--- src/rtl/alu_arbiter_if.sv ---
// -----------------------------------------------------------------------------
// alu_arbiter_if
//   Bundles the two request channels and the shared response channel of the
//   ALU arbiter. Each channel uses a valid/ready handshake.
//
//   Request channel N (N = 0, 1):
//     reqN_valid  requester -> arbiter  an operation is offered
//     reqN_ready  arbiter -> requester  operation accepted this cycle
//     reqN_a      requester -> arbiter  operand 1
//     reqN_b      requester -> arbiter  operand 2
//     reqN_op     requester -> arbiter  ALUControl code
//   Response channel:
//     rsp_valid   arbiter -> consumer   response available
//     rsp_ready   consumer -> arbiter   consumer takes the response
//     rsp_id      arbiter -> consumer   requester that owns the response
//     rsp_result  arbiter -> consumer   captured ALU result
//     rsp_flags   arbiter -> consumer   captured {Z,N,C,O}
//     rsp_err     arbiter -> consumer   illegal opcode indication
//
//   Modports: slave = arbiter side, master = requester/consumer side.
// -----------------------------------------------------------------------------
interface alu_arbiter_if #(
  parameter int WIDTH = 32,
  parameter int OPW   = 4
);
  logic             req0_valid;
  logic             req0_ready;
  logic [WIDTH-1:0] req0_a;
  logic [WIDTH-1:0] req0_b;
  logic [OPW-1:0]   req0_op;

  logic             req1_valid;
  logic             req1_ready;
  logic [WIDTH-1:0] req1_a;
  logic [WIDTH-1:0] req1_b;
  logic [OPW-1:0]   req1_op;

  logic             rsp_valid;
  logic             rsp_ready;
  logic             rsp_id;
  logic [WIDTH-1:0] rsp_result;
  logic [3:0]       rsp_flags;
  logic             rsp_err;

  modport slave (
    input  req0_valid, req0_a, req0_b, req0_op,
    output req0_ready,
    input  req1_valid, req1_a, req1_b, req1_op,
    output req1_ready,
    output rsp_valid, rsp_id, rsp_result, rsp_flags, rsp_err,
    input  rsp_ready
  );

  modport master (
    output req0_valid, req0_a, req0_b, req0_op,
    input  req0_ready,
    output req1_valid, req1_a, req1_b, req1_op,
    input  req1_ready,
    input  rsp_valid, rsp_id, rsp_result, rsp_flags, rsp_err,
    output rsp_ready
  );
endinterface

--- src/rtl/alu_arbiter.sv ---
// -----------------------------------------------------------------------------
// alu_arbiter
//   Shares one combinational ALU between two requesters (0: execute stage,
//   1: branch/address unit). A winning request is registered onto the ALU
//   inputs, the ALU gets exactly one cycle to settle, and the result plus
//   Z/N/C/O flags are captured and returned on a shared response channel
//   tagged with the owner id. Contention is resolved round-robin; the
//   pointer only moves when a request is actually accepted.
//
//   Timing: IDLE (accept) -> EXEC (ALU settles) -> RESP (hold until taken).
//   Best case one operation every three cycles.
//
//   Ports:
//     clk        in   rising-edge clock
//     rst_n      in   asynchronous active-low reset
//     bus        slave modport of alu_arbiter_if (requests + response)
//     alu_data1  out  registered ALU operand 1
//     alu_data2  out  registered ALU operand 2
//     alu_ctrl   out  registered ALU control code
//     alu_result in   ALU result
//     alu_z/n/c/o in  ALU flags
//
//   Optional feature macro: ALU_ARB_OPCHECK_EN
//     When defined, an accepted opcode outside the ten legal codes still runs
//     with normal timing, but the ALU is driven with ADD and the response
//     reports result 0, flags 0, rsp_err 1. When undefined, opcodes pass
//     through unchecked and rsp_err is constant 0.
// -----------------------------------------------------------------------------
module alu_arbiter #(
  parameter int WIDTH = 32,
  parameter int OPW   = 4
) (
  input  logic             clk,
  input  logic             rst_n,
  alu_arbiter_if.slave     bus,
  output logic [WIDTH-1:0] alu_data1,
  output logic [WIDTH-1:0] alu_data2,
  output logic [OPW-1:0]   alu_ctrl,
  input  logic [WIDTH-1:0] alu_result,
  input  logic             alu_z,
  input  logic             alu_n,
  input  logic             alu_c,
  input  logic             alu_o
);

  typedef enum logic [1:0] {
    IDLE = 2'b00,
    EXEC = 2'b01,
    RESP = 2'b10
  } state_t;

  state_t state_r;
  state_t state_s;

  // Round-robin pointer: 0 favours requester 0, 1 favours requester 1.
  logic ptr_r;
  // Id of the requester whose operation is in flight.
  logic owner_r;

  logic grant0_s;
  logic grant1_s;
  logic accept_s;
  logic winner_s;
  logic rsp_take_s;

  logic [WIDTH-1:0] win_a_s;
  logic [WIDTH-1:0] win_b_s;
  logic [OPW-1:0]   win_op_s;
  logic [OPW-1:0]   win_ctrl_s;

  logic             rsp_valid_r;
  logic             rsp_id_r;
  logic [WIDTH-1:0] rsp_result_r;
  logic [3:0]       rsp_flags_r;

`ifdef ALU_ARB_OPCHECK_EN
  localparam logic [OPW-1:0] OP_ADD  = OPW'(4'b0000);
  localparam logic [OPW-1:0] OP_SUB  = OPW'(4'b1001);
  localparam logic [OPW-1:0] OP_AND  = OPW'(4'b0111);
  localparam logic [OPW-1:0] OP_OR   = OPW'(4'b0110);
  localparam logic [OPW-1:0] OP_XOR  = OPW'(4'b0100);
  localparam logic [OPW-1:0] OP_SLL  = OPW'(4'b0001);
  localparam logic [OPW-1:0] OP_SRL  = OPW'(4'b0101);
  localparam logic [OPW-1:0] OP_SRA  = OPW'(4'b1101);
  localparam logic [OPW-1:0] OP_SLT  = OPW'(4'b0010);
  localparam logic [OPW-1:0] OP_SLTU = OPW'(4'b0011);

  // True for the ten codes the ALU implements.
  function automatic logic op_legal(input logic [OPW-1:0] op);
    logic ok;
    case (op)
      OP_ADD, OP_SUB, OP_AND, OP_OR, OP_XOR,
      OP_SLL, OP_SRL, OP_SRA, OP_SLT, OP_SLTU: ok = 1'b1;
      default:                                 ok = 1'b0;
    endcase
    return ok;
  endfunction

  logic win_bad_s;
  logic bad_r;
  logic rsp_err_r;
`endif

  // Grant selection: a lone valid requester wins, a tie goes to the pointer.
  always_comb begin
    grant0_s = 1'b0;
    grant1_s = 1'b0;
    if (bus.req0_valid && bus.req1_valid) begin
      grant0_s = ~ptr_r;
      grant1_s = ptr_r;
    end else begin
      grant0_s = bus.req0_valid;
      grant1_s = bus.req1_valid;
    end
  end

  // Ready is gated by rst_n so both readies read 0 while reset is held.
  assign bus.req0_ready = rst_n & (state_r == IDLE) & grant0_s;
  assign bus.req1_ready = rst_n & (state_r == IDLE) & grant1_s;

  assign accept_s   = (state_r == IDLE) & (grant0_s | grant1_s);
  assign winner_s   = grant1_s;
  assign rsp_take_s = rsp_valid_r & bus.rsp_ready;

  // Winning request payload mux.
  always_comb begin
    win_a_s  = bus.req0_a;
    win_b_s  = bus.req0_b;
    win_op_s = bus.req0_op;
    if (winner_s) begin
      win_a_s  = bus.req1_a;
      win_b_s  = bus.req1_b;
      win_op_s = bus.req1_op;
    end else begin
      win_a_s  = bus.req0_a;
      win_b_s  = bus.req0_b;
      win_op_s = bus.req0_op;
    end
  end

`ifdef ALU_ARB_OPCHECK_EN
  // Illegal opcodes are replaced by ADD on the ALU control lines.
  always_comb begin
    win_bad_s  = ~op_legal(win_op_s);
    win_ctrl_s = win_op_s;
    if (win_bad_s) begin
      win_ctrl_s = {OPW{1'b0}};
    end else begin
      win_ctrl_s = win_op_s;
    end
  end
`else
  assign win_ctrl_s = win_op_s;
`endif

  // Next-state logic for the IDLE/EXEC/RESP sequence.
  always_comb begin
    state_s = state_r;
    case (state_r)
      IDLE: begin
        if (accept_s) begin
          state_s = EXEC;
        end else begin
          state_s = IDLE;
        end
      end
      EXEC: begin
        state_s = RESP;
      end
      RESP: begin
        if (rsp_take_s) begin
          state_s = IDLE;
        end else begin
          state_s = RESP;
        end
      end
      default: begin
        state_s = IDLE;
      end
    endcase
  end

  // State register.
  always_ff @(posedge clk or negedge rst_n) begin
    if (!rst_n) begin
      state_r <= IDLE;
    end else begin
      state_r <= state_s;
    end
  end

  // Issue registers: ALU operands/control, owner id and round-robin pointer.
  // The ALU inputs hold their last value outside EXEC on purpose.
  always_ff @(posedge clk or negedge rst_n) begin
    if (!rst_n) begin
      alu_data1 <= {WIDTH{1'b0}};
      alu_data2 <= {WIDTH{1'b0}};
      alu_ctrl  <= {OPW{1'b0}};
      owner_r   <= 1'b0;
      ptr_r     <= 1'b0;
    end else if (accept_s) begin
      alu_data1 <= win_a_s;
      alu_data2 <= win_b_s;
      alu_ctrl  <= win_ctrl_s;
      owner_r   <= winner_s;
      ptr_r     <= ~winner_s;
    end
  end

`ifdef ALU_ARB_OPCHECK_EN
  // Remembers whether the in-flight opcode was illegal.
  always_ff @(posedge clk or negedge rst_n) begin
    if (!rst_n) begin
      bad_r <= 1'b0;
    end else if (accept_s) begin
      bad_r <= win_bad_s;
    end
  end
`endif

  // Response registers: captured only on the EXEC->RESP edge, cleared on take.
  always_ff @(posedge clk or negedge rst_n) begin
    if (!rst_n) begin
      rsp_valid_r  <= 1'b0;
      rsp_id_r     <= 1'b0;
      rsp_result_r <= {WIDTH{1'b0}};
      rsp_flags_r  <= 4'b0000;
`ifdef ALU_ARB_OPCHECK_EN
      rsp_err_r    <= 1'b0;
`endif
    end else if (state_r == EXEC) begin
      rsp_valid_r <= 1'b1;
      rsp_id_r    <= owner_r;
`ifdef ALU_ARB_OPCHECK_EN
      if (bad_r) begin
        rsp_result_r <= {WIDTH{1'b0}};
        rsp_flags_r  <= 4'b0000;
        rsp_err_r    <= 1'b1;
      end else begin
        rsp_result_r <= alu_result;
        rsp_flags_r  <= {alu_z, alu_n, alu_c, alu_o};
        rsp_err_r    <= 1'b0;
      end
`else
      rsp_result_r <= alu_result;
      rsp_flags_r  <= {alu_z, alu_n, alu_c, alu_o};
`endif
    end else if (rsp_take_s) begin
      rsp_valid_r <= 1'b0;
    end
  end

  assign bus.rsp_valid  = rsp_valid_r;
  assign bus.rsp_id     = rsp_id_r;
  assign bus.rsp_result = rsp_result_r;
  assign bus.rsp_flags  = rsp_flags_r;
`ifdef ALU_ARB_OPCHECK_EN
  assign bus.rsp_err    = rsp_err_r;
`else
  assign bus.rsp_err    = 1'b0;
`endif

endmodule

--- src/flat_wrapper.sv ---
// flat-port wrapper written by rule: the top's interface ports become plain ports
module alu_arbiter_flat 
#(
  parameter int WIDTH = 32,
  parameter int OPW   = 4
)
  (clk, rst_n, alu_data1, alu_data2, alu_ctrl, alu_result, alu_z, alu_n, alu_c, alu_o, bus_req0_valid, bus_req0_a, bus_req0_b, bus_req0_op, bus_req0_ready, bus_req1_valid, bus_req1_a, bus_req1_b, bus_req1_op, bus_req1_ready, bus_rsp_valid, bus_rsp_id, bus_rsp_result, bus_rsp_flags, bus_rsp_err, bus_rsp_ready);
  alu_arbiter_if #(.WIDTH(WIDTH), .OPW(OPW)) bus_i ();
  input  logic clk;
  input  logic rst_n;
  output logic [WIDTH-1:0] alu_data1;
  output logic [WIDTH-1:0] alu_data2;
  output logic [OPW-1:0] alu_ctrl;
  input  logic [WIDTH-1:0] alu_result;
  input  logic alu_z;
  input  logic alu_n;
  input  logic alu_c;
  input  logic alu_o;
  input wire logic [$bits(bus_i.req0_valid)-1:0] bus_req0_valid;
  input wire logic [$bits(bus_i.req0_a)-1:0] bus_req0_a;
  input wire logic [$bits(bus_i.req0_b)-1:0] bus_req0_b;
  input wire logic [$bits(bus_i.req0_op)-1:0] bus_req0_op;
  output wire logic [$bits(bus_i.req0_ready)-1:0] bus_req0_ready;
  input wire logic [$bits(bus_i.req1_valid)-1:0] bus_req1_valid;
  input wire logic [$bits(bus_i.req1_a)-1:0] bus_req1_a;
  input wire logic [$bits(bus_i.req1_b)-1:0] bus_req1_b;
  input wire logic [$bits(bus_i.req1_op)-1:0] bus_req1_op;
  output wire logic [$bits(bus_i.req1_ready)-1:0] bus_req1_ready;
  output wire logic [$bits(bus_i.rsp_valid)-1:0] bus_rsp_valid;
  output wire logic [$bits(bus_i.rsp_id)-1:0] bus_rsp_id;
  output wire logic [$bits(bus_i.rsp_result)-1:0] bus_rsp_result;
  output wire logic [$bits(bus_i.rsp_flags)-1:0] bus_rsp_flags;
  output wire logic [$bits(bus_i.rsp_err)-1:0] bus_rsp_err;
  input wire logic [$bits(bus_i.rsp_ready)-1:0] bus_rsp_ready;
  assign bus_i.req0_valid = bus_req0_valid;
  assign bus_i.req0_a = bus_req0_a;
  assign bus_i.req0_b = bus_req0_b;
  assign bus_i.req0_op = bus_req0_op;
  assign bus_req0_ready = bus_i.req0_ready;
  assign bus_i.req1_valid = bus_req1_valid;
  assign bus_i.req1_a = bus_req1_a;
  assign bus_i.req1_b = bus_req1_b;
  assign bus_i.req1_op = bus_req1_op;
  assign bus_req1_ready = bus_i.req1_ready;
  assign bus_rsp_valid = bus_i.rsp_valid;
  assign bus_rsp_id = bus_i.rsp_id;
  assign bus_rsp_result = bus_i.rsp_result;
  assign bus_rsp_flags = bus_i.rsp_flags;
  assign bus_rsp_err = bus_i.rsp_err;
  assign bus_i.rsp_ready = bus_rsp_ready;
  alu_arbiter #(.WIDTH(WIDTH), .OPW(OPW)) u_core (.clk(clk), .rst_n(rst_n), .bus(bus_i), .alu_data1(alu_data1), .alu_data2(alu_data2), .alu_ctrl(alu_ctrl), .alu_result(alu_result), .alu_z(alu_z), .alu_n(alu_n), .alu_c(alu_c), .alu_o(alu_o));
endmodule
--- config.mk ---
export PLATFORM = sky130hd
export DESIGN_NAME = alu_arbiter_flat
export DESIGN_NICKNAME = d
export VERILOG_FILES = /design/src/rtl/alu_arbiter_if.sv /design/src/rtl/alu_arbiter.sv /design/src/flat_wrapper.sv
export SDC_FILE = /design/constraint.sdc
export NUM_CORES = 1
export LEC_CHECK = 0
export BUFFER_PORTS_ARGS = -buffer_cell sky130_fd_sc_hd__buf_4
export CAP_MARGIN = 20
export CORE_AREA = 2 2 109 111
export DETAILED_ROUTE_END_ITERATION = 10
export DIE_AREA = 0 0 111 113
export PLACE_DENSITY = 0.86
export SLEW_MARGIN = 20
export SYNTH_ARGS = -nofsm -noshare
export SYNTH_HDL_FRONTEND = slang
export SYNTH_SLANG_ARGS = --single-unit
export TNS_END_PERCENT = 10
--- constraint.sdc ---
create_clock -name clk -period 3.62 [get_ports clk]
set_input_delay 0.181 -clock clk [delete_from_list [all_inputs] [get_ports clk]]
set_output_delay 0.181 -clock clk [all_outputs]
set_load 0.005 [all_outputs]
==> flow_summary.html, run 1 <==
<table>
<tr><th>Metric</th><th>Value</th></tr>
<tr><th colspan="2">Worst setup path</th></tr>
<tr><td>CP top delay family</td><td>compound AO/OA/AOI/OAI gates</td></tr>
<tr><td>Cell-by-cell listing of the critical path</td><td>a21boi_4 &gt; buf_4 &gt; and3_1 &gt; buf_4</td></tr>
<tr><td>Critical-path cell with the highest stage delay</td><td>sky130_fd_sc_hd__a21boi_4</td></tr>
<tr><td>Category of the most critical setup path</td><td>flop to output pin</td></tr>
<tr><td>Number of buffer and inverter stages on the critical path</td><td>2</td></tr>
<tr><td>Endpoint required time on the critical path</td><td>3440 ps</td></tr>
<tr><td>Type of element launching the critical path</td><td>flop</td></tr>
<tr><td>Critical Path Sink Type</td><td>output pin</td></tr>
<tr><td>Slowest Stage Delay on Critical Path</td><td>560 ps</td></tr>
<tr><td>Arrival time of the worst setup path</td><td>2080 ps</td></tr>
<tr><td>Crit-path max FO</td><td>42</td></tr>
<tr><td>CP dominant cell by count</td><td>sky130_fd_sc_hd__buf_4</td></tr>
<tr><th colspan="2">Clock network</th></tr>
<tr><td>Clk sink count</td><td>110</td></tr>
<tr><td>Worst skew pair latency</td><td>330 ps</td></tr>
<tr><td>Bufs on Longest Clock Path</td><td>2</td></tr>
<tr><td>CTS tree</td><td>yes</td></tr>
<tr><td>Root buffer cell</td><td>sky130_fd_sc_hd__clkbuf_16</td></tr>
<tr><td>Clock-pin slew of the registers on the worst-case setup and hold paths</td><td>70 ps</td></tr>
<tr><td>Total clock buffers created by CTS</td><td>9</td></tr>
<tr><td>CTS resizes</td><td>0</td></tr>
<tr><td>Number of H-tree branching levels</td><td>3</td></tr>
<tr><th colspan="2">Global route</th></tr>
<tr><td>Number of global-route vias before repair</td><td>4414</td></tr>
<tr><td>Wire length of the first global-routing pass</td><td>22.2 mm</td></tr>
<tr><td>Residual overflow from global routing</td><td>0</td></tr>
<tr><td>Overall global routing resource usage</td><td>21.8%</td></tr>
<tr><td>Maximum number of pins on one net before global-route repair</td><td>73</td></tr>
<tr><td>Number of antenna violations at the first check in global routing</td><td>0</td></tr>
<tr><th colspan="2">Floorplan</th></tr>
<tr><td>Die height</td><td>113 µm</td></tr>
<tr><td>Die extent in x</td><td>111 µm</td></tr>
<tr><td>Number of ports placed on the die boundary</td><td>286</td></tr>
<tr><td>Die area</td><td>12500 µm²</td></tr>
<tr><td>Initial core utilization</td><td>40.6%</td></tr>
<tr><td>Number of rows created at floorplan</td><td>39</td></tr>
<tr><td>Floorplan Core Area</td><td>11300 µm²</td></tr>
<tr><th colspan="2">Pwr</th></tr>
<tr><td>Portion of total power attributed to the clock network</td><td>17.3%</td></tr>
<tr><td>Largest vdd supply drop</td><td>0.458 mV</td></tr>
<tr><td>Net switching power</td><td>1.96 mW</td></tr>
<tr><td>Power per cell area</td><td>815 nW/µm²</td></tr>
<tr><td>Switching portion of total power</td><td>33.9%</td></tr>
<tr><td>Internal power component</td><td>3.82 mW</td></tr>
<tr><td>Fraction of power consumed by sequential logic</td><td>38.4%</td></tr>
<tr><td>Leakage power</td><td>3.93 nW</td></tr>
<tr><td>Power Total</td><td>5.78 mW</td></tr>
<tr><td>Comb power frac</td><td>44.3%</td></tr>
<tr><th colspan="2">Detailed routing</th></tr>
<tr><td>Remaining routing DRC violations</td><td>0</td></tr>
<tr><td>Post-DRT Antenna Nets</td><td>0</td></tr>
<tr><td>Initial DRC Count</td><td>352</td></tr>
<tr><td>Via Count</td><td>4324</td></tr>
<tr><td>Routed wire length</td><td>13.9 mm</td></tr>
<tr><td>Average wire per standard cell</td><td>16.9 µm</td></tr>
<tr><td>Pre-Repair DR Iteration Count</td><td>4</td></tr>
<tr><td>Routed vias/inst</td><td>5.25</td></tr>
<tr><th colspan="2">Cells and area</th></tr>
<tr><td>Fin area</td><td>7100 µm²</td></tr>
<tr><td>Inserted Diodes</td><td>0</td></tr>
<tr><td>Leading cell types in the layout, fill and taps excluded</td><td>sky130_fd_sc_hd__buf_4 (288), sky130_fd_sc_hd__nand2_1 (113), sky130_fd_sc_hd__dfrtp_1 (110)</td></tr>
<tr><td>Synthesis-to-finish area growth</td><td>54.9%</td></tr>
<tr><td>Fin cells</td><td>824</td></tr>
<tr><td>Layout cells sized above 1</td><td>45.7%</td></tr>
<tr><td>Most frequent standard cell in the layout excluding fill and tap cells</td><td>sky130_fd_sc_hd__buf_4</td></tr>
<tr><td>Final nets</td><td>853</td></tr>
<tr><td>Post-layout util</td><td>63.0%</td></tr>
<tr><th colspan="2">STA</th></tr>
<tr><td>Fmax achieved</td><td>443 MHz</td></tr>
<tr><td>Max-slew headroom at the worst pin</td><td>49.7%</td></tr>
<tr><td>RSZ-0062 raised after global routing</td><td>false</td></tr>
<tr><td>Transition time at the pin with the least slew margin</td><td>754 ps</td></tr>
<tr><td>Sum Neg Setup Slack</td><td>0 ps</td></tr>
<tr><td>Final number of max-transition violations</td><td>0</td></tr>
<tr><td>Period utilisation layout</td><td>62.4%</td></tr>
<tr><td>Clock period minus final worst setup slack</td><td>2260 ps</td></tr>
<tr><td>Hold violation count in the final report</td><td>0</td></tr>
<tr><td>Final setup violating endpoints</td><td>0</td></tr>
<tr><td>Final clock skew</td><td>4.75 ps</td></tr>
<tr><th colspan="2">Hold path</th></tr>
<tr><td>Hold Crit Class</td><td>input port to flop</td></tr>
<tr><th colspan="2">Synth</th></tr>
<tr><td>Part of the Yosys area used for sequential elements</td><td>60.1%</td></tr>
<tr><td>Area share of the largest cell type after synthesis</td><td>60.1%</td></tr>
<tr><td>Post-Synth XOR/XNOR Area</td><td>0%</td></tr>
<tr><td>Main combinational cell family by area after synthesis</td><td>simple AND/OR/NAND/NOR gates</td></tr>
<tr><td>Yosys synthesis warning count</td><td>0</td></tr>
<tr><td>Total nets after synthesis</td><td>590</td></tr>
<tr><td>Synthesized cell area</td><td>4580 µm²</td></tr>
<tr><td>Synth cell types</td><td>22</td></tr>
<tr><td>Compound-cell area share of the yosys netlist</td><td>16.2%</td></tr>
<tr><td>Number of flip-flops and latches in the synthesized netlist</td><td>110</td></tr>
<tr><td>Number of standard cells after synthesis</td><td>413</td></tr>
<tr><td>Cell type with the highest aggregate area in the netlist</td><td>sky130_fd_sc_hd__dfrtp_1</td></tr>
<tr><td>Mean post-synth cell area</td><td>11.1 µm²</td></tr>
<tr><td>Adder and majority gate portion of the synthesized area</td><td>0%</td></tr>
<tr><td>Simple-Gate Fraction of Synth Area</td><td>19.4%</td></tr>
<tr><td>Mux share of post-synthesis cell area</td><td>0%</td></tr>
<tr><td>Leading cell types by total area after synthesis</td><td>sky130_fd_sc_hd__dfrtp_1 (60%), sky130_fd_sc_hd__a221o_1 (15%), sky130_fd_sc_hd__and3_1 (9.4%)</td></tr>
<tr><th colspan="2">Placed design</th></tr>
<tr><td>Half-perimeter wire length after placement</td><td>10.5 mm</td></tr>
<tr><td>IO Port Bufs</td><td>284</td></tr>
<tr><td>Placer Congestion</td><td>0.882</td></tr>
<tr><td>Placed cell area</td><td>6780 µm²</td></tr>
<tr><td>Count of placed standard cells including taps</td><td>807</td></tr>
<tr><th colspan="2">Run</th></tr>
<tr><td>Max cap viols</td><td>0</td></tr>
<tr><th colspan="2">Status</th></tr>
<tr><td>Run status</td><td>complete, no violations</td></tr>
</table>
==> worst min-delay path, stage by stage <==
cell	delay [ps]
sky130_fd_sc_hd__buf_4	80
sky130_fd_sc_hd__nand2_1	40
sky130_fd_sc_hd__nand2_1	40
==> kinds of logic after synthesis <==
kind of cell | after synthesis
AOI/OAI and AO/OA | 75
buffers and inverters | 41
DFF | 110
other | 1
and+or+nand+nor | 186
==> cells in the mapped netlist <==
cell type	number
sky130_fd_sc_hd__or2b_1	1
sky130_fd_sc_hd__o2111a_1	1
sky130_fd_sc_hd__o21ai_2	1
sky130_fd_sc_hd__nand2_1	113
sky130_fd_sc_hd__a21o_1	1
sky130_fd_sc_hd__and3_1	69
sky130_fd_sc_hd__a22o_1	1
sky130_fd_sc_hd__nor2_4	1
sky130_fd_sc_hd__nand3b_1	1
sky130_fd_sc_hd__dfrtp_1	110
sky130_fd_sc_hd__inv_2	1
sky130_fd_sc_hd__o21ai_0	1
sky130_fd_sc_hd__a221o_1	68
sky130_fd_sc_hd__buf_2	10
sky130_fd_sc_hd__and2b_1	1
sky130_fd_sc_hd__inv_1	2
sky130_fd_sc_hd__buf_6	3
sky130_fd_sc_hd__conb_1	1
sky130_fd_sc_hd__buf_4	1
sky130_fd_sc_hd__clkbuf_1	24
sky130_fd_sc_hd__o211a_1	1
sky130_fd_sc_hd__a21boi_2	1
==> registers in the layout (all words and copies together), names as in the netlist <==
register	cells
u_core.alu_ctrl	4
u_core.alu_data1	32
u_core.alu_data2	32
u_core.bus.rsp_flags	4
u_core.bus.rsp_id	1
u_core.bus.rsp_result	32
u_core.bus.rsp_valid	1
u_core.owner_r	1
u_core.ptr_r	1
u_core.state_r	2
==> final cells by class <==
cell class | instances | area [µm²]
clock buffers | 11 | 243
inverters | 3 | 11.3
well taps | 143 | 179
multi-input cells | 262 | 1650
fillers | 904 | 4170
clock inverters | 5 | 66.3
repair buffers | 290 | 2190
flip-flops and latches | 110 | 2750
==> through the flow <==
stage,worst slack (ps),hold slack (ps)
4_1_cts,1340,19.0
3_5_place_dp,1560,282
2_1_floorplan,2230,-115
3_3_place_gp,1640,275
6_report,1360,32.2
5_1_grt,1200,27.1
==> power by group through the flow <==
stage	combinational, mW	clock [mW]	sequential, mW
finish	2.56	1.00	2.22
global route	2.80	1.08	2.29
CTS	2.58	1.03	2.22
detailed placement	2.60	0	2.22
global placement	2.47	0	2.21
floorplan	1.22	0	2.21
==> repair_timing <==
action	in CTS	in global routing
hold buffers	1	0
endpoints found under the hold margin	55	0
buffers inserted	0	0
==> routing by layer <==
metal | vias up | share of wire (%) | GRT usage (%)
met5 | - | 0 | 0
met2 | 212 | 51 | 38.0
met4 | 0 | 2.5 | 9.17
met1 | 2056 | 39 | 26.6
li1 | 2023 | - | -
met3 | 33 | 6.6 | 4.45
==> worst paths after layout <==
check	startpoint	endpoint	slack (ps)	depth (start not counted)
min	alu_result[15]	u_core.bus.rsp_result[15]	30	3
max reg2reg	u_core.state_r[0]	u_core.alu_data1[7]	1500	5
min reg2reg	u_core.bus.rsp_result[29]	u_core.bus.rsp_result[29]	480	2
min in group asynchronous	rst_n	u_core.alu_data2[25]	430	2
max	u_core.ptr_r	bus_req0_ready	1360	4
max in group asynchronous	rst_n	u_core.alu_data1[5]	2010	3
Note: power is estimated with default switching activity, not from simulation.
==> inputs of run 2 (changes only) <==
- ABC_AREA: not set -> 1
- CORE_AREA: 2 2 109 111 -> not set
- CORE_UTILIZATION: not set -> 40
- DIE_AREA: 0 0 111 113 -> not set
- clock period: 3.62 -> 1.95 ns (I/O delays scaled with it)
==> run 2 against run 1 <==
Compared with the run above: largest cell class unchanged; clock skew is 2.9 ps higher; global-route usage is 3.9 points higher; setup slack worse by 1100 ps; non-clock buffer count is 29 higher; synthesized cell count is 40% higher; cell area is 9.7% higher; combinational power is 110% higher; critical path depth is 1 higher; critical endpoint is now bus_req1_ready; clock power is 75% higher.
==> flow_summary.html, run 2 <==
<table>
<tr><th>Metric</th><th>Value</th></tr>
<tr><th colspan="2">Floorplan</th></tr>
<tr><td>Initial core utilization</td><td>41.6% (+0.97 points)</td></tr>
<tr><td>Floorplan Core Area</td><td>12200 µm² (+8.3%)</td></tr>
<tr><td>Die area</td><td>13200 µm² (+4.9%)</td></tr>
<tr><td>Die extent in x</td><td>115 µm (+3.4%)</td></tr>
<tr><td>Number of ports placed on the die boundary</td><td>286 (unchanged)</td></tr>
<tr><td>Die height</td><td>115 µm (+1.5%)</td></tr>
<tr><td>Number of rows created at floorplan</td><td>40 (+2.6%)</td></tr>
<tr><th colspan="2">Worst setup path</th></tr>
<tr><td>Critical Path Sink Type</td><td>output pin</td></tr>
<tr><td>Number of buffer and inverter stages on the critical path</td><td>2 (unchanged)</td></tr>
<tr><td>Endpoint required time on the critical path</td><td>1850 ps (-1590 ps)</td></tr>
<tr><td>Setup slack of the most critical reg-to-reg path</td><td>480 ps (-1020 ps)</td></tr>
<tr><td>CP top delay family</td><td>simple AND/OR/NAND/NOR gates</td></tr>
<tr><td>Crit-path max FO</td><td>59 (+40%)</td></tr>
<tr><td>Register-to-Register Path Depth</td><td>5 (unchanged)</td></tr>
<tr><td>Slowest Stage Delay on Critical Path</td><td>420 ps (-140 ps)</td></tr>
<tr><td>Critical-path cell with the highest stage delay</td><td>sky130_fd_sc_hd__dfrtp_1</td></tr>
<tr><td>Cell-by-cell listing of the critical path</td><td>nor2_4 &gt; buf_12 &gt; nand2_1 &gt; nor2_1 &gt; buf_4</td></tr>
<tr><td>Type of element launching the critical path</td><td>flop</td></tr>
<tr><td>Category of the most critical setup path</td><td>flop to output pin</td></tr>
<tr><td>R2r startpoint</td><td>u_core.state_r[1]</td></tr>
<tr><td>Capture instance of the worst register-to-register path</td><td>u_core.alu_data1[14]</td></tr>
<tr><td>Arrival time of the worst setup path</td><td>1600 ps (-480 ps)</td></tr>
<tr><th colspan="2">Synth</th></tr>
<tr><td>Number of standard cells after synthesis</td><td>578 (+40%)</td></tr>
<tr><td>Count leader, synth</td><td>sky130_fd_sc_hd__nand4_1</td></tr>
<tr><td>Mean post-synth cell area</td><td>8.79 µm² (-21%)</td></tr>
<tr><td>Post-synth top cells</td><td>sky130_fd_sc_hd__nand4_1 (136), sky130_fd_sc_hd__nand2_1 (115), sky130_fd_sc_hd__dfrtp_1 (110), sky130_fd_sc_hd__nand3_1 (69), sky130_fd_sc_hd__inv_1 (41)</td></tr>
<tr><td>Number of flip-flops and latches in the synthesized netlist</td><td>110 (unchanged)</td></tr>
<tr><td>Total nets after synthesis</td><td>755 (+28%)</td></tr>
<tr><td>Yosys synthesis warning count</td><td>0 (unchanged)</td></tr>
<tr><td>Synthesized cell area</td><td>5080 µm² (+11%)</td></tr>
<tr><td>Synth async-reset ratio</td><td>100% (unchanged)</td></tr>
<tr><td>Cell type with the highest aggregate area in the netlist</td><td>sky130_fd_sc_hd__dfrtp_1</td></tr>
<tr><td>Area share of the largest cell type after synthesis</td><td>54.2% (-5.9 points)</td></tr>
<tr><td>Synth cell types</td><td>18 (-18%)</td></tr>
<tr><td>Top FF cell, synth</td><td>sky130_fd_sc_hd__dfrtp_1</td></tr>
<tr><td>EDFF count, synth</td><td>0 (unchanged)</td></tr>
<tr><td>Leading cell types by total area after synthesis</td><td>sky130_fd_sc_hd__dfrtp_1 (54%), sky130_fd_sc_hd__nand4_1 (17%), sky130_fd_sc_hd__nand2_1 (8.5%)</td></tr>
<tr><td>Part of the Yosys area used for sequential elements</td><td>54.2% (-5.9 points)</td></tr>
<tr><th colspan="2">Clock network</th></tr>
<tr><td>CTS tree</td><td>yes</td></tr>
<tr><td>CTS resizes</td><td>0 (unchanged)</td></tr>
<tr><td>Clock-pin slew of the registers on the worst-case setup and hold paths</td><td>70 ps (about the same)</td></tr>
<tr><td>Total clock buffers created by CTS</td><td>9 (unchanged)</td></tr>
<tr><td>CTS hold repair buffers</td><td>22 (+21)</td></tr>
<tr><td>Worst skew pair latency</td><td>340 ps (about the same)</td></tr>
<tr><td>Clk sink count</td><td>110 (unchanged)</td></tr>
<tr><td>Bufs on Longest Clock Path</td><td>2 (unchanged)</td></tr>
<tr><td>Root buffer cell</td><td>sky130_fd_sc_hd__clkbuf_16</td></tr>
<tr><td>Setup bufs post-CTS</td><td>0 (unchanged)</td></tr>
<tr><td>Number of H-tree branching levels</td><td>3 (unchanged)</td></tr>
<tr><th colspan="2">Global route</th></tr>
<tr><td>Met1 capacity usage during global routing</td><td>32.0% (+5.4 points)</td></tr>
<tr><td>GRT busiest layer</td><td>met2</td></tr>
<tr><td>GRT met3 Usage</td><td>7.20% (+2.8 points)</td></tr>
<tr><td>Overall global routing resource usage</td><td>25.7% (+3.9 points)</td></tr>
<tr><td>GR Layer Usage met2</td><td>42.2% (+4.2 points)</td></tr>
<tr><td>Number of global-route vias before repair</td><td>5192 (+18%)</td></tr>
<tr><td>Wire length of the first global-routing pass</td><td>26.2 mm (+18%)</td></tr>
<tr><td>Maximum number of pins on one net before global-route repair</td><td>79 (+8.2%)</td></tr>
<tr><td>Number of antenna violations at the first check in global routing</td><td>0 (unchanged)</td></tr>
<tr><td>Residual overflow from global routing</td><td>0 (unchanged)</td></tr>
<tr><th colspan="2">Detailed routing</th></tr>
<tr><td>Average wire per standard cell</td><td>16.8 µm (-0.30%)</td></tr>
<tr><td>Initial DRC Count</td><td>484 (+38%)</td></tr>
<tr><td>Post-DRT Antenna Nets</td><td>0 (unchanged)</td></tr>
<tr><td>Remaining routing DRC violations</td><td>0 (unchanged)</td></tr>
<tr><td>Via Count</td><td>5478 (+27%)</td></tr>
<tr><td>Pre-Repair DR Iteration Count</td><td>5 (+1)</td></tr>
<tr><td>Routed vias/inst</td><td>5.37 (+2.3%)</td></tr>
<tr><td>Routed wire length</td><td>17.1 mm (+23%)</td></tr>
<tr><th colspan="2">Cells and area</th></tr>
<tr><td>Layout cells sized above 1</td><td>37.1% (-8.6 points)</td></tr>
<tr><td>Synthesis-to-finish area growth</td><td>53.2%</td></tr>
<tr><td>Leading cell types in the layout, fill and taps excluded</td><td>sky130_fd_sc_hd__buf_4 (292), sky130_fd_sc_hd__nand4_1 (136), sky130_fd_sc_hd__nand2_1 (114)</td></tr>
<tr><td>Most frequent standard cell in the layout excluding fill and tap cells</td><td>sky130_fd_sc_hd__buf_4</td></tr>
<tr><td>Final nets</td><td>1024 (+20%)</td></tr>
<tr><td>Inserted Diodes</td><td>0 (unchanged)</td></tr>
<tr><th colspan="2">STA</th></tr>
<tr><td>Transition time at the pin with the least slew margin</td><td>752 ps (-1.95 ps)</td></tr>
<tr><td>Final setup violating endpoints</td><td>0 (unchanged)</td></tr>
<tr><td>Setup slack of the critical path after layout</td><td>251 ps (-1110 ps)</td></tr>
<tr><td>Fmax achieved</td><td>589 MHz</td></tr>
<tr><td>Period utilisation layout</td><td>87.1%</td></tr>
<tr><td>RSZ-0062 raised after global routing</td><td>false</td></tr>
<tr><td>Sum Neg Setup Slack</td><td>0 ps (unchanged)</td></tr>
<tr><td>Final number of max-transition violations</td><td>0 (unchanged)</td></tr>
<tr><td>Hold violation count in the final report</td><td>0 (unchanged)</td></tr>
<tr><td>Clock period minus final worst setup slack</td><td>1700 ps</td></tr>
<tr><td>Final clock skew</td><td>7.62 ps (+2.88 ps)</td></tr>
<tr><td>Max-slew headroom at the worst pin</td><td>49.8% (+0.13 points)</td></tr>
<tr><th colspan="2">Placed design</th></tr>
<tr><td>Placer Congestion</td><td>0.776 (-12%)</td></tr>
<tr><td>Placement Setup Slack</td><td>498 ps (-1060 ps)</td></tr>
<tr><td>Half-perimeter wire length after placement</td><td>11.5 mm (+9.9%)</td></tr>
<tr><td>IO Port Bufs</td><td>284 (unchanged)</td></tr>
<tr><th colspan="2">Pwr</th></tr>
<tr><td>Power Total</td><td>11.1 mW (+92%)</td></tr>
<tr><td>Switching portion of total power</td><td>38.2% (+4.3 points)</td></tr>
<tr><td>Internal power component</td><td>6.87 mW (+80%)</td></tr>
<tr><td>Portion of total power attributed to the clock network</td><td>15.8% (-1.5 points)</td></tr>
<tr><td>Leakage power</td><td>4.02 nW (+2.3%)</td></tr>
<tr><td>Fraction of power consumed by sequential logic</td><td>36.6% (-1.8 points)</td></tr>
<tr><td>Largest vdd supply drop</td><td>0.691 mV (+51%)</td></tr>
<tr><td>Power per cell area</td><td>1430 nW/µm² (+75%)</td></tr>
<tr><td>Comb power frac</td><td>47.7% (+3.4 points)</td></tr>
<tr><td>Net switching power</td><td>4.25 mW (+120%)</td></tr>
<tr><th colspan="2">Hold path</th></tr>
<tr><td>Number of cells traversed by the worst hold path</td><td>3 (unchanged)</td></tr>
<tr><td>Origin of the worst min-delay path</td><td>bus_req1_a[26]</td></tr>
<tr><td>Hold endpoint</td><td>u_core.alu_data1[26]</td></tr>
<tr><td>Hold Crit Class</td><td>input port to flop</td></tr>
<tr><th colspan="2">Status</th></tr>
<tr><td>Run status</td><td>complete, no violations</td></tr>
<tr><th colspan="2">Run</th></tr>
<tr><td>Max cap viols</td><td>0 (unchanged)</td></tr>
</table>
[run 2: changes by cell type in the layout (fill, tap and decap cells not counted), sizes merged, moves of 21 or more]
cell,delta
a221o,-68
and3,-69
dlygate4sd3,+21
inv,+36
nand3,+69
nand4,+136
o21ai,+38
[run 2: layer usage]
| metal | wire (µm) | vias to the layer above |
|---|---|---|
| met5 | 0 | - |
| met1 | 6870 | 2593 |
| li1 | - | 2570 |
| met4 | 391 | 0 |
| met3 | 1600 | 35 |
| met2 | 8280 | 280 |
[run 2: final cells by class]
type / instances / area, µm²
Timing Repair Buffer: 319 / 2510
Inverter: 41 / 154
Multi-Input combinational cell: 366 / 1880
Fill cell: 1018 / 4430
Tap cell: 168 / 210
Clock inverter: 3 / 18.8
Clock buffer: 13 / 260
Sequential cell: 110 / 2750
[run 2: worst register-to-register path, delay by kind of cell (launching register included)]
kind / cells / cell delay (ps)
flops: 1 / 420
simple gates: 3 / 410
buf+inv: 1 / 270
compound gates: 1 / 250
[run 2: per-stage QoR]
stage                     instance area, µm²  instances  utilization (%)  hold WS [ps]
after floorplan                         5080        578                -          -198
final                                   7780       1020             63.7          6.12
after CTS                               7780       1020             63.7        0.0654
after global placement                  7290        982             59.7          61.8
after global routing                    7780       1020             63.7          4.81
after detailed placement                7290        982             59.7          57.0
[run 2: kinds of logic (layout without fill, tap and decap cells)]
family / Yosys count / count (layout) / synth area share (%)
AO/OA/AOI/OAI: 40 / 40 / 4.01
buffers and inverters: 102 / 376 / 9.21
flip-flops: 110 / 110 / 54.2
other: 1 / 1 / 0.0738
AND/OR/NAND/NOR: 325 / 325 / 32.5
[run 2: power by group through the flow]
| stage | Sequential (mW) | Combinational, mW | Clock (mW) |
|---|---|---|---|
| finish | 4.07 | 5.30 | 1.75 |
| detailed placement | 4.05 | 5.28 | 0 |
| floorplan | 4.09 | 2.58 | 0 |
| global placement | 4.05 | 5.11 | 0 |
| global route | 4.18 | 5.84 | 1.88 |
| CTS | 4.05 | 5.30 | 1.78 |
[run 2: how the worst max path moves through the flow]
stage | start | to | slack, ps | cells past startpoint
floorplan | u_core.state_r[1] | u_core.bus.rsp_id | 780 | 5
global placement | bus_req1_valid | bus_req1_ready | 500 | 5
detailed placement | u_core.state_r[1] | u_core.alu_data1[25] | 500 | 5
CTS | u_core.state_r[1] | bus_req1_ready | 220 | 5
global route | u_core.state_r[1] | bus_req1_ready | 140 | 5
finish | u_core.state_r[1] | bus_req1_ready | 250 | 5
